==> src/rtl/serial_add_ctrl.sv <==
// Bit-serial addition controller around an external 1-bit full-adder slice.
// Operands are fed LSB first; the carry lives in a flop between bits.
module serial_add_ctrl #(
    parameter int WIDTH = 8
) (
    input  logic             clk,
    input  logic             rst_n,
    input  logic             start,
    input  logic [WIDTH-1:0] op_a,
    input  logic [WIDTH-1:0] op_b,
    input  logic             cin_init,
    output logic             slice_a,
    output logic             slice_b,
    output logic             slice_cin,
    input  logic             slice_sum,
    input  logic             slice_cout,
    output logic             busy,
    output logic             done,
    output logic [WIDTH-1:0] result,
    output logic             cout_final,
    output logic             ovf
);

    localparam int CNT_W = (WIDTH > 1) ? $clog2(WIDTH) : 1;
    localparam logic [CNT_W-1:0] LAST_IDX = CNT_W'(WIDTH - 1);
    localparam logic [CNT_W-1:0] OVF_IDX  = CNT_W'((WIDTH > 1) ? WIDTH - 2 : 0);
    localparam bit HAS_OVF_BIT = (WIDTH > 1);

    typedef enum logic [1:0] {S_IDLE, S_RUN, S_DONE} state_t;

    state_t             state_q, state_d;
    logic [WIDTH-1:0]   a_sr_q, a_sr_d;
    logic [WIDTH-1:0]   b_sr_q, b_sr_d;
    logic [WIDTH-1:0]   res_sr_q, res_sr_d;
    logic [WIDTH-1:0]   result_q, result_d;
    logic [WIDTH-1:0]   res_shift;
    logic [CNT_W-1:0]   cnt_q, cnt_d;
    logic               carry_q, carry_d;
    logic               ovf_c_q, ovf_c_d;
    logic               busy_q, busy_d;
    logic               done_q, done_d;
    logic               cout_final_q, cout_final_d;
    logic               ovf_q, ovf_d;

    always_comb begin
        res_shift = '0;
        for (int i = 0; i < WIDTH - 1; i++) begin
            res_shift[i] = res_sr_q[i+1];
        end
        res_shift[WIDTH-1] = slice_sum;

        state_d      = state_q;
        a_sr_d       = a_sr_q;
        b_sr_d       = b_sr_q;
        res_sr_d     = res_sr_q;
        result_d     = result_q;
        cnt_d        = cnt_q;
        carry_d      = carry_q;
        ovf_c_d      = ovf_c_q;
        cout_final_d = cout_final_q;
        ovf_d        = ovf_q;

        case (state_q)
            S_IDLE: begin
                if (start) begin
                    state_d  = S_RUN;
                    a_sr_d   = op_a;
                    b_sr_d   = op_b;
                    res_sr_d = '0;
                    cnt_d    = '0;
                    carry_d  = cin_init;
                    // For a single-bit add the carry into the MSB is cin_init itself.
                    ovf_c_d  = cin_init;
                end
            end
            S_RUN: begin
                res_sr_d = res_shift;
                carry_d  = slice_cout;
                a_sr_d   = a_sr_q >> 1;
                b_sr_d   = b_sr_q >> 1;
                cnt_d    = cnt_q + CNT_W'(1);
                if (HAS_OVF_BIT && cnt_q == OVF_IDX) begin
                    ovf_c_d = slice_cout;
                end
                if (cnt_q == LAST_IDX) begin
                    state_d      = S_DONE;
                    result_d     = res_shift;
                    cout_final_d = slice_cout;
                    ovf_d        = ovf_c_q ^ slice_cout;
                end
            end
            S_DONE:  state_d = S_IDLE;
            default: state_d = S_IDLE;
        endcase

        busy_d = (state_d == S_RUN);
        done_d = (state_d == S_DONE);
    end

    always_ff @(posedge clk or negedge rst_n) begin
        if (!rst_n) begin
            state_q      <= S_IDLE;
            a_sr_q       <= '0;
            b_sr_q       <= '0;
            res_sr_q     <= '0;
            result_q     <= '0;
            cnt_q        <= '0;
            carry_q      <= 1'b0;
            ovf_c_q      <= 1'b0;
            busy_q       <= 1'b0;
            done_q       <= 1'b0;
            cout_final_q <= 1'b0;
            ovf_q        <= 1'b0;
        end else begin
            state_q      <= state_d;
            a_sr_q       <= a_sr_d;
            b_sr_q       <= b_sr_d;
            res_sr_q     <= res_sr_d;
            result_q     <= result_d;
            cnt_q        <= cnt_d;
            carry_q      <= carry_d;
            ovf_c_q      <= ovf_c_d;
            busy_q       <= busy_d;
            done_q       <= done_d;
            cout_final_q <= cout_final_d;
            ovf_q        <= ovf_d;
        end
    end

    // Slice inputs come straight from flops, gated so they idle at zero.
    assign slice_a    = (state_q == S_RUN) & a_sr_q[0];
    assign slice_b    = (state_q == S_RUN) & b_sr_q[0];
    assign slice_cin  = (state_q == S_RUN) & carry_q;

    assign busy       = busy_q;
    assign done       = done_q;
    assign result     = result_q;
    assign cout_final = cout_final_q;
    assign ovf        = ovf_q;

endmodule

==> config.mk <==
export PLATFORM = sky130hd
export DESIGN_NAME = serial_add_ctrl
export DESIGN_NICKNAME = d
export VERILOG_FILES = /design/src/rtl/serial_add_ctrl.sv
export SDC_FILE = /design/constraint.sdc
export NUM_CORES = 1
export LEC_CHECK = 0
export CAP_MARGIN = 20
export CORE_ASPECT_RATIO = 1.25
export CORE_MARGIN = 1
export CORE_UTILIZATION = 47
export DETAILED_ROUTE_END_ITERATION = 12
export GPL_ROUTABILITY_DRIVEN = 1
export MAX_ROUTING_LAYER = met4
export PLACE_DENSITY = 0.74
export SLEW_MARGIN = 20
export SYNTH_ARGS = -nofsm -noshare
export SYNTH_HDL_FRONTEND = slang
export SYNTH_SLANG_ARGS = --single-unit
==> constraint.sdc <==
create_clock -name clk -period 4.37 [get_ports clk]
set_input_delay 0.6555 -clock clk [delete_from_list [all_inputs] [get_ports clk]]
set_output_delay 0.6555 -clock clk [all_outputs]
set_load 0.01 [all_outputs]
* After elaboration in Yosys (flattened, before gate mapping)
Index checks and enable logic that the tools add are counted.
** Storage, ports and cells
- Input bits :: 22
- Register bits after elaboration :: 43
- Output and inout port bits :: 15
** Cells by class
- Bitwise gates (word level) :: 4
- Equality and inequality tests :: 7
- Muxes and demuxes :: 15
- Reductions and logical operators :: 5
- Add/sub/neg operators :: 1
** Operators with widths (count)
- one-hot mux 8 bit (2 select lines) :: 3
- two-way mux 8 bit :: 3
- == test 3 bit (second input constant) :: 2
- one-hot mux 3 bit (2 select lines) :: 1
- == test 2 x 1 -> 1 bit (second input constant) :: 2
- two-way mux 2 bit :: 2
- inequality test 2 bit (second input constant) :: 2
- one-hot mux 1 bit (2 select lines) :: 2
- one-hot mux 2 bit (2 select lines) :: 1
- AND reduction 2 bit :: 2
- adder 3 x 1 -> 3 bit (second input constant) :: 1
- bitwise AND 1 bit :: 3
- two-way mux 3 bit :: 1
- AND reduction 3 bit :: 1
- == test 2 bit (second input constant) :: 1
- zero test 2 bit :: 1
- two-way mux 1 bit :: 2
- nonzero test 2 bit :: 1
- XOR 1 bit :: 1

* Logic depth before layout (Yosys ltp)
- Depth in word-level cells :: 4
- Mapped depth :: 6
- Depth with buffers taken out :: 5

* Least setup slack after synthesis
OpenSTA, ideal clock, no wires.
- Path type :: register to output
- From :: register state_q[0]
- To :: output slice_a
- Data required time :: 3.714 ns
- Arrival time :: 1.075 ns
- Stages on the path, launching flop included :: 5
- Path buffers :: 2
- Slack :: 2.639 ns
- Cell sequence :: dfrtp_1 buf_4 and2b_1 buf_4 and2_1
** On the way
- Longest elaborated chain between the ends :: 2
** Ends and longest elaborated chain
- start: declaration :: line 31 : state_t state_q, state_d;
- start signal: assignment :: line 115 : state_q <= state_d;
- == test 2 x 1 -> 1 bit :: line 131 : assign slice_a = (state_q == S_RUN) & a_sr_q[0];
- bitwise AND 1 bit :: line 131
- end: declaration :: line 12 : output logic slice_a,
Every way passes these cells.

* Final worst setup path
Ends and elaborated chain as after synthesis.

==> impl_metrics.env <==
export IMPL_postCtsSetupBuffers=0
export IMPL_maxSlewViolCount=0
export IMPL_diodes=0
export IMPL_min_path_cells=2
export IMPL_use_met3_pct=4.874
export IMPL_postCtsHoldBufs=0
export IMPL_maxCapViolCount=0
export IMPL_insertion_delay_ns=0.29
export IMPL_endpoint_kind="primary output"
export IMPL_hpwl_um=2190
export IMPL_worstPathRequired_ns=3.71
export IMPL_ys_seq_area_share_pct=57.30
export IMPL_r2r_start="state_q[0]"
export IMPL_critPathArrivalTime_ns=2.02
export IMPL_drc_errors=3
export IMPL_hp_start="b_sr_q[0]"
export IMPL_grt_busiest_layer="met2"
export IMPL_powerDensity_nw_per_um2=656.4
export IMPL_ios=37
export IMPL_most_common_layout_cells="dfrtp_1 (42), clkdlybuf4s50_1 (35), nand2_1 (20), mux2i_1 (12), o21ai_0 (12)"
export IMPL_layout_drive_gt1_share_pct=11.48
export IMPL_min_period_ns=2.672
export IMPL_antenna_found_initial=0
export IMPL_finalSetupTns_ns=0
export IMPL_clk_pin_slew_ns=0.07
export IMPL_die_h_um=71.85
export IMPL_grt_use_met2_pct=30.14
export IMPL_worstPathMaxFanout=13
export IMPL_drtIter0Drc=43
export IMPL_ff2ff_setup_slack_ns=2.59
export IMPL_synth_area_per_cell_um2=12.31
export IMPL_drt_wl_total_um=3052
export IMPL_ys_warn_count=0
export IMPL_clockBufferDepth=2
export IMPL_grt_first_pass_wirelength_um=5526
export IMPL_netlist_area_leader_share_pct=57.30
export IMPL_dieArea_um2=4158
export IMPL_num_vias=1192
export IMPL_cp_slowest_stage_delay_ns=0.61
export IMPL_r2r_end="carry_q"
export IMPL_mostFrequentLayoutCell="dfrtp_1"
export IMPL_synthToLayoutAreaGrowth_pct=22.44
export IMPL_ys_types=26
export IMPL_wl_per_cell_um=13.69
export IMPL_cp_startpoint="state_q[0]"
export IMPL_rows=25
export IMPL_ys_ff_latch=42
export IMPL_io_buffers=36
export IMPL_synthesis_area_um2=1834
export IMPL_core_um2=3754
export IMPL_violations="design-rule violations"
export IMPL_grt_start_max_net_pins=43
export IMPL_tightest_slew_ns=0.8904
export IMPL_syn_nets=174
export IMPL_critical_path_class="reg2out"
export IMPL_r2r_cells=3
export IMPL_max_freq_mhz=374.2
export IMPL_critPathTopFamily="flip-flops"
export IMPL_first_global_vias=1230
export IMPL_synth_cells=149
export IMPL_clock_root_buffer="clkbuf_8"
export IMPL_htreeDepth=2
export IMPL_vias_per_cell=5.345
export IMPL_fin_nets=208
export IMPL_clock_skew_final_ns=0.006911
export IMPL_cts_sink_count=42
export IMPL_finalCritPeriodShare_pct=61.15
export IMPL_whs_endpoint="b_sr_q[0]"
export IMPL_total_leakage_power_nw=1.020
export IMPL_gr_total_overflow=0
export IMPL_hold_violations=0
export IMPL_cts_tree="done"
export IMPL_cp_cell_sequence="and2b_1 > and2_1 > clkdlybuf4s50_1"
export IMPL_timing_hold_ws_ns=0.4762
export IMPL_rsz0062_at_grt="false"
export IMPL_met1_usage_pct=21.03
export IMPL_ant_nets=0
export IMPL_die_w_um=57.88
export IMPL_worstHoldPathType="reg2reg"
export IMPL_ys_top_cells_by_area="dfrtp_1 (57%), mux2i_1 (6.5%), mux2_4 (4.9%), nand2_1 (4.1%), a22o_1 (3.8%)"
export IMPL_initial_core_util_pct=48.87
export IMPL_crit_slowest_cell="dfrtp_1"
export IMPL_startpoint_type="register"
export IMPL_synth_area_leader_cell="dfrtp_1"
export IMPL_status="finished, violations left"
export IMPL_grt_total_usage_pct=17.91
export IMPL_firstDrtPassIters=10
export IMPL_critPathBufInv=1
export IMPL_setup_viol=0
export IMPL_numCtsBuffers=5
export IMPL_cts_resized=0
export IMPL_max_vdd_ir_drop_v=0.0003056
export IMPL_place_gp_congestion=0.6814
export IMPL_slew_headroom_pct=40.64
## routing by layer
metal,share of wire [%],wire length [µm],up-vias
li1,-,-,577
met1,44,1351,575
met2,50,1526,37
met3,4.6,141,3
met4,1.1,33,0
met5,0,0,-
## where the power goes
group | switching [mW] | internal (mW)
combinational | 0.253 | 0.332
sequential | 0.108 | 0.555
clock | 0.120 | 0.107
total | 0.481 | 0.994
## per-stage QoR
stage / power, mW / cell area [µm²] / instances / util [%] / setup slack, ns
floorplan: 1.066 / 1834 / 149 / - / 2.639
global placement: 1.232 / 2167 / 216 / 57.73 / 2.058
detailed placement: 1.268 / 2167 / 216 / 57.73 / 1.986
CTS: 1.498 / 2246 / 223 / 59.83 / 1.664
global route: 1.595 / 2246 / 223 / 59.83 / 1.535
finish: 1.474 / 2246 / 223 / 59.83 / 1.698
## layout make-up
class	count	area, µm²
clock buffers	5	68.82
well taps	40	50.05
inverters	3	11.26
flip-flops and latches	42	1051
repair buffers	37	362.8
fillers	331	1508
multi-input cells	94	691.9
clock inverters	2	10.01
## sequential cells by signal (all words and copies together), names as in the netlist
| name | count |
|---|---|
| a_sr_q | 8 |
| b_sr_q | 8 |
| result | 8 |
| res_sr_q | 7 |
| cnt_q | 3 |
| state_q | 2 |
| busy | 1 |
| carry_q | 1 |
| cout_final | 1 |
| done | 1 |
| ovf | 1 |
| ovf_c_q | 1 |
## worst reg2reg max path, cell delays in order (launching register included)
cell	delay, ns
dfrtp_1	0.61
nand2b_1	0.54
mux2i_1	0.38
o21ai_0	0.12
## cells by family after synthesis
kind of cell    Yosys count  synth area share, %
compound gates           39                13.57
xor+xnor                  1               0.4776
fa+ha+maj                 3                2.047
buf+inv                  13                4.979
flops                    42                57.30
mux                      21                13.30
simple gates             30                8.322
## Yosys cell counts
master    number
dfrtp_1       42
nand2_1       20
mux2i_1       12
o21ai_0       12
o21ai_1        9
a22o_1         8
mux2_4         6
a21oi_1        4
nor2b_1        4
a22oi_1        3
and2_1         3
buf_6          3
clkbuf_1       3
ha_1           3
inv_1          3
mux2_2         3
buf_4          2
a21boi_1       1
and2b_1        1
buf_2          1
buf_8          1
nand2b_1       1
nand3b_4       1
o21bai_2       1
o31ai_2        1
xnor2_1        1
## worst max-delay path by stage
| stage | slack [ns] | end | cells after the start |
|---|---|---|---|
| floorplan | 2.64 | slice_a | 4 |
| global placement | 2.06 | slice_a | 3 |
| detailed placement | 1.99 | slice_a | 3 |
| CTS | 1.66 | slice_a | 3 |
| global route | 1.53 | slice_b | 3 |
| finish | 1.70 | slice_a | 3 |
(Power assumes the default switching activity.)
